$ cat config.mk
export PLATFORM = sky130hd
export DESIGN_NAME = rca_config_sequencer
export DESIGN_NICKNAME = d
export VERILOG_FILES = /design/src/rtl/rca_config_types.sv /design/src/rtl/rca_cfg_fifo.sv /design/src/rtl/rca_config_sequencer.sv
export SDC_FILE = /design/constraint.sdc
export NUM_CORES = 1
export LEC_CHECK = 0
export CAP_MARGIN = 40
export CORE_MARGIN = 2
export CORE_UTILIZATION = 45
export CTS_CLUSTER_DIAMETER = 120
export CTS_CLUSTER_SIZE = 24
export DETAILED_ROUTE_END_ITERATION = 12
export GPL_TIMING_DRIVEN = 1
export PLACE_DENSITY = 0.63
export REMOVE_ABC_BUFFERS = 1
export SETUP_SLACK_MARGIN = 0.05
export SYNTH_ARGS = -nofsm -noshare
export SYNTH_HDL_FRONTEND = slang
export SYNTH_HIERARCHICAL = 1
export SYNTH_SLANG_ARGS = --single-unit
$ cat constraint.sdc
create_clock -name clk -period 4.3 [get_ports clk]
set_input_delay 0.86 -clock clk [delete_from_list [all_inputs] [get_ports clk]]
set_output_delay 0.86 -clock clk [all_outputs]
set_load 0.01 [all_outputs]
$ cat src/rtl/rca_config_types.sv
// Shared types for the RCA configuration path.
// Provides the configuration kind enumeration, the entry layout used by the
// decode side (default field widths), the sequencer FSM state type and a
// helper that maps a kind to its one-hot regfile write enable.
package rca_config_types;

  localparam int CFG_KIND_W = 2;
  localparam int CFG_RCA_W  = 2;
  localparam int CFG_ADDR_W = 8;
  localparam int CFG_DATA_W = 8;

  typedef enum logic [CFG_KIND_W-1:0] {
    CFG_CPU_REG    = 2'd0,
    CFG_GRID_MUX   = 2'd1,
    CFG_IO_MUX     = 2'd2,
    CFG_RESULT_MUX = 2'd3
  } rca_cfg_kind_t;

  // Field order matches the flat packing used inside the sequencer queue.
  typedef struct packed {
    rca_cfg_kind_t         kind;
    logic [CFG_RCA_W-1:0]  rca_sel;
    logic [CFG_ADDR_W-1:0] addr;
    logic [CFG_DATA_W-1:0] data;
  } rca_cfg_entry_t;

  typedef enum logic {
    SEQ_RUN   = 1'b0,
    SEQ_FLUSH = 1'b1
  } rca_seq_state_t;

  function automatic logic [3:0] kind_onehot(input logic [CFG_KIND_W-1:0] kind);
    return 4'b0001 << kind;
  endfunction

endpackage

$ cat src/rtl/rca_cfg_fifo.sv
// Synchronous-reset FIFO used as the configuration write queue.
// Ports:
//   clk, rst       clock, synchronous active-high reset
//   flush          clears both pointers (queued contents discarded)
//   push, din      write one entry when not full
//   pop            advance read pointer when not empty
//   dout           head entry (combinational read of the head slot)
//   full, empty    status, distinguished by the pointer MSB
module rca_cfg_fifo #(
  parameter int WIDTH = 20,
  parameter int DEPTH = 8
) (
  input  logic             clk,
  input  logic             rst,
  input  logic             flush,
  input  logic             push,
  input  logic [WIDTH-1:0] din,
  input  logic             pop,
  output logic [WIDTH-1:0] dout,
  output logic             full,
  output logic             empty
);

  localparam int IDX_W = $clog2(DEPTH);
  localparam int PTR_W = IDX_W + 1;

  logic [WIDTH-1:0] mem [DEPTH];
  logic [PTR_W-1:0] wr_ptr;
  logic [PTR_W-1:0] rd_ptr;

  // Extra MSB on each pointer: equal index with differing MSB means wrapped once.
  assign empty = (wr_ptr == rd_ptr);
  assign full  = (wr_ptr[PTR_W-1] != rd_ptr[PTR_W-1]) &&
                 (wr_ptr[IDX_W-1:0] == rd_ptr[IDX_W-1:0]);
  assign dout  = mem[rd_ptr[IDX_W-1:0]];

  always_ff @(posedge clk) begin
    if (rst || flush) begin
      wr_ptr <= '0;
      rd_ptr <= '0;
    end else begin
      if (push && !full)
        wr_ptr <= wr_ptr + PTR_W'(1);
      if (pop && !empty)
        rd_ptr <= rd_ptr + PTR_W'(1);
    end
  end

  // Storage carries data only and is never reset.
  always_ff @(posedge clk) begin
    if (push && !full && !flush)
      mem[wr_ptr[IDX_W-1:0]] <= din;
  end

endmodule

$ cat src/rtl/rca_config_sequencer.sv
// Buffers RCA configuration writes and drains them one per cycle into the
// RCA configuration register file, while counting outstanding writes per RCA
// so issue can hold rca_use instructions on an RCA still being configured.
// Ports:
//   clk, rst                     clock, synchronous active-high reset
//   cfg_valid/cfg_ready          request handshake from decode/issue
//   cfg_kind/rca_sel/addr/data   configuration write fields
//   wr_hold                      regfile busy, suppresses the pop
//   wr_en (one-hot by kind), wr_rca_sel, wr_addr, wr_data
//                                registered regfile write port
//   use_rca_sel/use_ready        query: no outstanding config for that RCA
//   flush                        discard all queued configuration
//   busy                         queue non-empty or write in flight
module rca_config_sequencer
  import rca_config_types::*;
#(
  parameter int NUM_RCAS   = 4,
  parameter int FIFO_DEPTH = 8,
  parameter int ADDR_W     = 8,
  parameter int DATA_W     = 8,
  localparam int RCA_W     = (NUM_RCAS > 1) ? $clog2(NUM_RCAS) : 1
) (
  input  logic                  clk,
  input  logic                  rst,
  input  logic                  cfg_valid,
  output logic                  cfg_ready,
  input  logic [CFG_KIND_W-1:0] cfg_kind,
  input  logic [RCA_W-1:0]      cfg_rca_sel,
  input  logic [ADDR_W-1:0]     cfg_addr,
  input  logic [DATA_W-1:0]     cfg_data,
  input  logic                  wr_hold,
  output logic [3:0]            wr_en,
  output logic [RCA_W-1:0]      wr_rca_sel,
  output logic [ADDR_W-1:0]     wr_addr,
  output logic [DATA_W-1:0]     wr_data,
  input  logic [RCA_W-1:0]      use_rca_sel,
  output logic                  use_ready,
  input  logic                  flush,
  output logic                  busy
);

  localparam int ENTRY_W = CFG_KIND_W + RCA_W + ADDR_W + DATA_W;
  localparam int CNT_W   = $clog2(FIFO_DEPTH + 2);

  rca_seq_state_t state;
  logic           run;
  logic           accept;
  logic           pop_fire;
  logic           fifo_full;
  logic           fifo_empty;
  logic [ENTRY_W-1:0] push_entry;
  logic [ENTRY_W-1:0] head_entry;

  logic [CFG_KIND_W-1:0] head_kind;
  logic [RCA_W-1:0]      head_rca;
  logic [ADDR_W-1:0]     head_addr;
  logic [DATA_W-1:0]     head_data;

  logic [CNT_W-1:0] pending [NUM_RCAS];

  // Stage p0: accept and pop decisions
  assign run       = (state == SEQ_RUN);
  assign cfg_ready = !rst && run && !fifo_full && !flush;
  assign accept    = cfg_valid && cfg_ready;
  assign pop_fire  = !rst && run && !flush && !fifo_empty && !wr_hold;

  assign push_entry = {cfg_kind, cfg_rca_sel, cfg_addr, cfg_data};
  assign {head_kind, head_rca, head_addr, head_data} = head_entry;

  rca_cfg_fifo #(
    .WIDTH (ENTRY_W),
    .DEPTH (FIFO_DEPTH)
  ) u_fifo (
    .clk   (clk),
    .rst   (rst),
    .flush (flush),
    .push  (accept),
    .din   (push_entry),
    .pop   (pop_fire),
    .dout  (head_entry),
    .full  (fifo_full),
    .empty (fifo_empty)
  );

  // Stage p1: registered write port, pending counters and FSM
  always_ff @(posedge clk) begin
    if (rst) begin
      state      <= SEQ_RUN;
      wr_en      <= '0;
      wr_rca_sel <= '0;
      wr_addr    <= '0;
      wr_data    <= '0;
      for (int r = 0; r < NUM_RCAS; r++)
        pending[r] <= '0;
    end else if (run && flush) begin
      state <= SEQ_FLUSH;
      wr_en <= '0;
      for (int r = 0; r < NUM_RCAS; r++)
        pending[r] <= '0;
    end else if (!run) begin
      state <= SEQ_RUN;
      wr_en <= '0;
    end else begin
      if (pop_fire) begin
        wr_en      <= kind_onehot(head_kind);
        wr_rca_sel <= head_rca;
        wr_addr    <= head_addr;
        wr_data    <= head_data;
      end else begin
        wr_en <= '0;
      end
      // A write retiring and a new accept on the same RCA cancel out.
      for (int r = 0; r < NUM_RCAS; r++) begin
        if (accept && (cfg_rca_sel == RCA_W'(r)) &&
            !((wr_en != '0) && (wr_rca_sel == RCA_W'(r))))
          pending[r] <= pending[r] + CNT_W'(1);
        else if (!(accept && (cfg_rca_sel == RCA_W'(r))) &&
                 (wr_en != '0) && (wr_rca_sel == RCA_W'(r)))
          pending[r] <= pending[r] - CNT_W'(1);
      end
    end
  end

  assign use_ready = (pending[use_rca_sel] == '0);
  assign busy      = !fifo_empty || (wr_en != '0);

endmodule

==> metrics.cfg <==
[status]
status = finished clean

[worst_setup_path]
crit_type = in -> out
crit_top_cell = clkdlybuf4s50_1
reg2reg_to = pending[1][3]
rr_startpoint = u_fifo/wr_ptr[0]
startpoint_type = input pin
cpMaxStageDelayCell = clkdlybuf4s50_1
path_delay_family = buffers and inverters
r2r_setup_slack_ps = 970
cp.depth = 4
worstRegToRegCells = 8
slowest_delay_ps = 580
endpoint_kind = primary output
cp_max_fo = 5
cp.required_ps = 3440
crit_start = rst
cp.arrival_ps = 2560
path_buf_inv = 2
cp_cell_sequence = clkdlybuf4s50_1 -> or3_1 -> nor2_1 -> clkdlybuf4s50_1

[finish]
drive_above_1_share_pct = 14.4
n_antenna_cell = 0
syn_to_final_growth_pct = 14.3
fin_util_pct = 52.4
nFillCells = 1615
num-nets-final = 644

[timing]
hold_ws_ps = 461
rsz0062_at_grt = false
period_share_pct = 79.4
fmax_mhz = 293
hold_violations = 0
final-setup-viol-count = 0
tns_ps = 0
fin_worst_skew_ps = 16.4
layout_min_cycle_time_ps = 3420
tightestPinTransition_ps = 660
maxSlewViolCount = 0
maxSlewHeadroom_pct = 55.5
layout_setup_ws_ps = 884

[clock_tree]
cts_max_level = 1
clock_path_buffers = 3
hold_buffers = 0
postCtsSetupRepairBufs = 0
numCtsBuffers = 12
cts_tree = yes
cts_num_sinks = 210
cts.clk_slew.worst_paths_ps = 80
cts_resized = 0
cts_root_buf = clkbuf_16
clk_latency_ps = 460

[pwr]
power.density_nw_per_um2 = 349
p_leak_nw = 3.24
irDropWorstVdd_v = 0.000336
totalPowerFinal_mw = 3.54

[detailed_routing]
drc = 0
viasPerCell = 5.57
num_vias = 4888
met1_length_um = 7710
drtIter0Drc = 256
wl_met3_um = 954
met2WireLength_um = 8640
wl_per_cell_um = 20.1
antenna_left = 0
drt-pass1-iter-count = 7
highest-signal-layer = met4
wl_um = 17600

[place]
globalplace.congestion = 0.798
portBuffers = 51
dpl_worst_slack_ps = 660
hpwl_um = 11100

[synth]
synth_top_area_cell = edfxtp_1
synth_enable_flop_cells = 176
ys_ff_latch = 210
ys_seq_area_share_pct = 67.2
synthArstFlopShare_pct = 0
synth_cells = 544
synth.yosys.warnings = 6
synth_top_area_share_pct = 59.5
synth_top_cells_by_area = edfxtp_1 59%, dfxtp_1 7.7%, mux4_1 7.1%, mux4_2 4.3%, mux2_2 2.5%
syn-cell-area_um2 = 8880
synth_area_per_cell_um2 = 16.3
synthFlopType = edfxtp_1
yosysUniqueCellTypes = 59

[min_path]
hp-class = reg -> reg
worstHoldStart = wr_addr[7]
whs_endpoint = wr_addr[7]
whs_path_depth = 2

[global_route]
grt_use_total_pct = 17.5
grt_max_degree = 32
antenna_found_initial = 0
grt_first_pass_wirelength_um = 28000
grt_pass1_vias = 5017
grt_overflow_total = 0

[floorplanning]
die-area_um2 = 20900
initial_core_util_pct = 45.8
coreArea_um2 = 19400
die_width_um = 145
rows = 51
io_pins = 52
dieHeight_um = 145

[run]
max_cap_viol_count = 0

[routing by layer]
layer	vias up	track usage, %
li1	2276	-
met1	2462	24.3
met2	127	29.8
met3	23	2.32
met4	0	4.04
met5	-	0
[cell usage after synthesis (3+ instances only)]
cell type / number
nor3_1: 6
o41a_1: 3
buf_1: 3
xor2_1: 6
clkbuf_1: 13
a221oi_1: 3
nor4_1: 8
a21oi_1: 23
o221ai_1: 3
edfxtp_1: 176
nor2b_1: 3
nor2_1: 26
inv_1: 15
mux2i_1: 12
nand4_1: 3
dfxtp_1: 34
buf_6: 6
mux4_1: 24
or3_1: 9
mux4_2: 17
nand3_1: 7
nand2_1: 59
mux2_2: 20
o22ai_1: 3
xnor2_1: 6
ha_1: 10
[worst max-delay path by stage]
stage / to / slack, ps
6_report: cfg_ready / 880
5_1_grt: pending[3][3] / 720
2_1_floorplan: u_fifo/mem[0][0] / -160
3_3_place_gp: u_fifo/mem[0][13] / 780
4_1_cts: pending[3][3] / 640
3_5_place_dp: pending[1][3] / 660
[stage by stage]
step,area [um2],cells
after floorplan,8740,520
after global placement,9770,854
after detailed placement,9790,855
after CTS,10100,875
after global routing,10200,877
final,10200,877
[tightest hold or removal path, delay by kind of cell (launching register included)]
| family | cells | cell delay, ps |
|---|---|---|
| DFF | 1 | 320 |
| and+or+nand+nor | 1 | 50 |
| AOI/OAI and AO/OA | 1 | 50 |
[layout make-up]
class | count | area (um2) | area share (%)
Sequential cell | 210 | 5970 | 58.8
Inverter | 15 | 56.3 | 0.554
Multi-Input combinational cell | 295 | 2760 | 27.2
Clock inverter | 1 | 8.76 | 0.0862
Clock buffer | 19 | 348 | 3.42
Timing Repair Buffer | 72 | 686 | 6.75
Tap cell | 265 | 332 | 3.26
[logic make-up after synthesis]
kind of cell	count (synthesis)	share of synthesized area (%)
adder cells (fa/ha/maj)	11	1.63
multiplexers	73	15.3
buffers and inverters	39	2.21
AO/OA/AOI/OAI	60	4.77
flip-flops	210	67.2
AND/OR/NAND/NOR	139	7.75
XOR/XNOR	12	1.18
[placed cells by master (no fill, tap or decap), drive strengths merged, types with 3 or more instances in the layout]
cell type / n
a21oi: 23
a221oi: 3
buf: 19
clkbuf: 21
clkdlybuf4s50: 51
dfxtp: 34
edfxtp: 176
ha: 10
inv: 15
mux2: 20
mux2i: 12
mux4: 41
nand2: 59
nand3: 7
nand4: 3
nor2: 26
nor2b: 3
nor3: 6
nor4: 9
o21ai: 3
o221ai: 3
o22ai: 3
o41a: 3
or3: 9
xnor2: 6
xor2: 6
[flip-flops by register name, indices dropped and copies added (netlist names), named ones only]
| name | flops |
|---|---|
| u_fifo/mem | 160 |
| pending | 16 |
| wr_addr | 8 |
| wr_data | 8 |
| u_fifo/rd_ptr | 4 |
| u_fifo/wr_ptr | 4 |
| wr_en | 4 |
| wr_rca_sel | 2 |
| state | 1 |
[power breakdown]
| group | switching (mW) | internal, mW |
|---|---|---|
| registers | 0.0169 | 2.22 |
| logic | 0.0737 | 0.0592 |
| clock network | 0.607 | 0.566 |
| total | 0.697 | 2.84 |
No activity file was read; power rests on OpenSTA's default activity.
==> RTL edit 1, RTL diff (same flow settings) <==
Change the parameter `DATA_W` from 8 to 9.
--- a/src/rtl/rca_config_sequencer.sv
+++ b/src/rtl/rca_config_sequencer.sv
@@ -18,5 +18,5 @@
   parameter int FIFO_DEPTH = 8,
   parameter int ADDR_W     = 8,
-  parameter int DATA_W     = 8,
+  parameter int DATA_W     = 9,
   localparam int RCA_W     = (NUM_RCAS > 1) ? $clog2(NUM_RCAS) : 1
 ) (
Interface: changed (resized cfg_data and wr_data); port bits go from 52 to 54. No check against the original RTL was run, so the function may have changed too.
==> RTL edit 1 against the original RTL <==
Setup slack gained 0.028 ns. Final area rose by 4.2%. Synthesized area up 4.7%. Wire length is 5.7% higher. Sequential cell count increased by 9. Utilization down 0.060 points. Total power grew 4.7%. Global-route usage shrank 0.26 points. Sequential share of layout area grew 0.097 points. Critical path type unchanged. Highest routed layer unchanged.
==> RTL edit 1: results (changes against the original RTL) <==
Place WS - 0.650 ns (was 0.660 ns)
First-pass DRT Iterations - 4 (was 7)
cell count of the worst reg-to-reg path - 13 (was 8)
largest net degree at the start of global routing - 43 (was 32)
initial drt markers - 285 (was 256)
number of enable flip-flop cells after synthesis - 184 (was 176)
R2R Setup Slk - 1.04 ns (was 0.97 ns)
detailed placer's ending HPWL - 11.2 mm (was 11.1 mm)
gp weighted congestion - 0.805 (was 0.798)
Routed WL per cell - 20.6 um (was 20.1 um)
global-route wire length before repair - 29.1 mm (was 28.0 mm)
synth cell count leaders - sky130_fd_sc_hd__edfxtp_1, sky130_fd_sc_hd__nand2_1, sky130_fd_sc_hd__dfxtp_1, sky130_fd_sc_hd__mux4_1, sky130_fd_sc_hd__a21oi_1 (was sky130_fd_sc_hd__edfxtp_1, sky130_fd_sc_hd__nand2_1, sky130_fd_sc_hd__dfxtp_1)
Internal - 2.95 mW (was 2.84 mW)
run status - complete, no violations (unchanged)
maximum fanout along the worst path - 9 (was 5)
most frequently used flop master after synthesis - sky130_fd_sc_hd__edfxtp_1 (unchanged)
PortBufs - 53 (was 51)
Hold Path Origin - wr_addr[1]$_SDFFE_PP0P_ (was wr_addr[7]$_SDFFE_PP0P_)
sequential area share after synthesis - 0.670 (was 0.672)
number of global-route vias before repair - 5310 (was 5017)
transition time of the tightest slew-check pin - 0.782 ns (was 0.660 ns)
Final Critical Period - 3.39 ns (was 3.42 ns)
Hold Path End - wr_addr[1]$_SDFFE_PP0P_ (was wr_addr[7]$_SDFFE_PP0P_)
Critical Path AT - 2.53 ns (was 2.56 ns)
worst skew pair latency - 0.48 ns (was 0.46 ns)
worst setup skew after layout - 0.0273 ns (was 0.0164 ns)
number of different library cells in the post-synthesis netlist - 56 (was 59)
max FFs per register - 168 (was 160)
number of buffers created by CTS - 13 (was 12)
Min Hold Slack - 0.472 ns (was 0.461 ns)
proportion of layout cells with a drive suffix above 1 - 0.127 (was 0.144)
number of nets in the layout - 665 (was 644)
terminus of the critical flop-to-flop path - pending[3][3]$_SDFFCE_PN0P_ (was pending[1][3]$_SDFFCE_PP0P_)
RTL edit 1: cell type report:
type / instances / area (um2)
Inverter: 13 / 48.8
Clock inverter: 1 / 30.0
Sequential cell: 219 / 6230
Multi-Input combinational cell: 305 / 2880
Clock buffer: 20 / 352
Fill cell: 1636 / 9650
Tap cell: 270 / 338
Timing Repair Buffer: 74 / 702
RTL edit 1: cell families (layout without fill, tap and decap cells):
family          count (synthesis)  after routing  synth area share
flops                         219            219             0.670
simple gates                  145            145            0.0785
mux                            73             73             0.152
compound gates                 65             65            0.0495
buf+inv                        38            108            0.0242
fa+ha+maj                      11             11            0.0156
xor+xnor                       11             11            0.0104
RTL edit 1: routing by layer:
layer | vias up | share of wire | global-route usage
li1 | 2370 | - | -
met1 | 2634 | 0.44 | 0.226
met2 | 110 | 0.51 | 0.304
met3 | 22 | 0.035 | 0.0219
met4 | 0 | 0.019 | 0.0500
met5 | - | 0 | 0
RTL edit 1: critical path, stage by stage:
cell	delay [ns]
sky130_fd_sc_hd__clkdlybuf4s50_1	0.43
sky130_fd_sc_hd__or3_1	0.54
sky130_fd_sc_hd__nor2_1	0.15
sky130_fd_sc_hd__clkdlybuf4s50_1	0.55
RTL edit 1: per-stage QoR:
stage | std cells | setup TNS (ns)
CTS | 902 | 0
detailed placement | 881 | 0
global placement | 878 | 0
global route | 902 | 0
finish | 902 | 0
floorplan | 537 | -30.25
RTL edit 1: power by group through the flow:
stage / Combinational [mW] / Clock, mW / Sequential (mW)
global route: 0.144 / 1.37 / 2.34
finish: 0.129 / 1.25 / 2.33
CTS: 0.130 / 1.29 / 2.33
floorplan: 0.0540 / 0 / 2.38
detailed placement: 0.130 / 0 / 2.38
global placement: 0.122 / 0 / 2.38
==> RTL edit 2, RTL diff (config.mk and constraints unchanged) <==
Without the edit above. Register the inputs `cfg_valid`, `cfg_kind`, `cfg_rca_sel`, `cfg_addr` and `cfg_data` before use, without a reset. The logic sees them one clock later. The other inputs are not delayed to match.
--- a/src/rtl/rca_config_sequencer.sv
+++ b/src/rtl/rca_config_sequencer.sv
@@ -43,4 +43,18 @@
   localparam int CNT_W   = $clog2(FIFO_DEPTH + 2);
 
+  logic cfg_valid_q;
+  logic [CFG_KIND_W-1:0] cfg_kind_q;
+  logic [RCA_W-1:0] cfg_rca_sel_q;
+  logic [ADDR_W-1:0] cfg_addr_q;
+  logic [DATA_W-1:0] cfg_data_q;
+
+  always_ff @(posedge clk) begin
+    cfg_valid_q   <= cfg_valid;
+    cfg_kind_q    <= cfg_kind;
+    cfg_rca_sel_q <= cfg_rca_sel;
+    cfg_addr_q    <= cfg_addr;
+    cfg_data_q    <= cfg_data;
+  end
+
   rca_seq_state_t state;
   logic           run;
@@ -62,8 +76,8 @@
   assign run       = (state == SEQ_RUN);
   assign cfg_ready = !rst && run && !fifo_full && !flush;
-  assign accept    = cfg_valid && cfg_ready;
+  assign accept    = cfg_valid_q && cfg_ready;
   assign pop_fire  = !rst && run && !flush && !fifo_empty && !wr_hold;
 
-  assign push_entry = {cfg_kind, cfg_rca_sel, cfg_addr, cfg_data};
+  assign push_entry = {cfg_kind_q, cfg_rca_sel_q, cfg_addr_q, cfg_data_q};
   assign {head_kind, head_rca, head_addr, head_data} = head_entry;
 
@@ -112,8 +126,8 @@
       // A write retiring and a new accept on the same RCA cancel out.
       for (int r = 0; r < NUM_RCAS; r++) begin
-        if (accept && (cfg_rca_sel == RCA_W'(r)) &&
+        if (accept && (cfg_rca_sel_q == RCA_W'(r)) &&
             !((wr_en != '0) && (wr_rca_sel == RCA_W'(r))))
           pending[r] <= pending[r] + CNT_W'(1);
-        else if (!(accept && (cfg_rca_sel == RCA_W'(r))) &&
+        else if (!(accept && (cfg_rca_sel_q == RCA_W'(r))) &&
                  (wr_en != '0) && (wr_rca_sel == RCA_W'(r)))
           pending[r] <= pending[r] - CNT_W'(1);
Check against the original RTL: not equivalent (Yosys sat finds a counterexample within 4 cycles, from zero or initial values and one cycle with rst high).
==> RTL edit 2 against the original RTL <==
Sequential share of layout area grew 1.5 points. Via count rose by 3.9%. Combinational power is 14% lower. Worst hold slack better by 0.012 ns. Final cell count up 3.4%. Clock skew is 0.011 ns higher. Global-route usage shrank 0.57 points. Setup slack worse by 0.019 ns. Total power up 8.2%. Synthesized area is 5.8% higher. Wire length is 3.6% higher. Synthesized cell count up 5.5%. Final area grew 4.4%. Sequential cell count is 21 higher.
==> RTL edit 2: results (changes against the original RTL) <==
Filler Cells Inserted - 1664 (was 1615)
maximum fanout along the worst path - 8 (was 5)
width of the die - 149 um (was 145 um)
met2 WL - 9.07 mm (was 8.64 mm)
number of global-route vias before repair - 5315 (was 5017)
met2 track utilization from global routing - 0.293 (was 0.298)
Internal - 3.06 mW (was 2.84 mW)
number of nets in the layout - 669 (was 644)
sequential area share after synthesis - 0.679 (was 0.672)
gp weighted congestion - 0.776 (was 0.798)
Vias - 5078 (was 4888)
Leak - 3.38 nW (was 3.24 nW)
global-route wire length before repair - 29.1 mm (was 28.0 mm)
global routing usage on met1 - 0.228 (was 0.243)
core outline area - 0.0204 mm2 (was 0.0194 mm2)
number of different library cells in the post-synthesis netlist - 63 (was 59)
Routed WL per cell - 20.1 um (about the same)
First-pass DRT Iterations - 5 (was 7)
worst-path cell with the longest stage delay - sky130_fd_sc_hd__or3_1 (was sky130_fd_sc_hd__clkdlybuf4s50_1)
proportion of layout cells with a drive suffix above 1 - 0.138 (was 0.144)
number of buffers created by CTS - 13 (was 12)
run status - complete, no violations (unchanged)
initial drt markers - 329 (was 256)
VDD IR-drop max - 0.331 mV (was 0.336 mV)
Hold Path Origin - wr_addr[2]$_SDFFE_PP0P_ (was wr_addr[7]$_SDFFE_PP0P_)
met1 WL - 8.00 mm (was 7.71 mm)
detailed placer's ending HPWL - 11.0 mm (was 11.1 mm)
-- RTL edit 2: cell families (layout without fill, tap and decap cells) --
logic type / count (synthesis) / in the layout / synth area share
compound gates: 67 / 67 / 0.0552
xor+xnor: 10 / 10 / 0.00932
fa+ha+maj: 11 / 11 / 0.0154
buf+inv: 37 / 100 / 0.0226
flops: 231 / 231 / 0.679
mux: 69 / 69 / 0.139
simple gates: 149 / 149 / 0.0792
-- RTL edit 2: metrics by stage --
step | util | hold slack (ns) | setup slack, ns | cell area, um2 | std cells
final | 0.521 | 0.473 | 0.865 | 10600 | 907
after CTS | 0.521 | 0.476 | 0.840 | 10600 | 907
after global routing | 0.521 | 0.491 | 0.628 | 10600 | 907
after floorplan | - | 0.464 | -0.293 | 9240 | 550
after detailed placement | 0.503 | 0.455 | 0.571 | 10200 | 886
after global placement | 0.503 | 0.465 | 0.631 | 10200 | 886
-- RTL edit 2: path summary, 6_finish.rpt --
kind	end	slack, ns
max reg2reg	u_fifo/mem[0][8]$_DFFE_PP_	0.89
min	wr_addr[2]$_SDFFE_PP0P_	0.47
min reg2reg	wr_addr[2]$_SDFFE_PP0P_	0.47
max	cfg_ready	0.86
-- RTL edit 2: power groups by stage --
stage / registers, mW / clock network, mW / logic (mW)
floorplan: 2.50 / 0 / 0.0596
global placement: 2.51 / 0 / 0.109
detailed placement: 2.52 / 0 / 0.115
CTS: 2.47 / 1.30 / 0.115
global route: 2.47 / 1.38 / 0.127
finish: 2.47 / 1.25 / 0.115
-- RTL edit 2: layout make-up --
type,instances,area share
flip-flops and latches,231,0.603
multi-input cells,306,0.268
repair buffers,66,0.0588
clock buffers,20,0.0332
well taps,270,0.0319
inverters,13,0.00460
clock inverters,1,0.00106
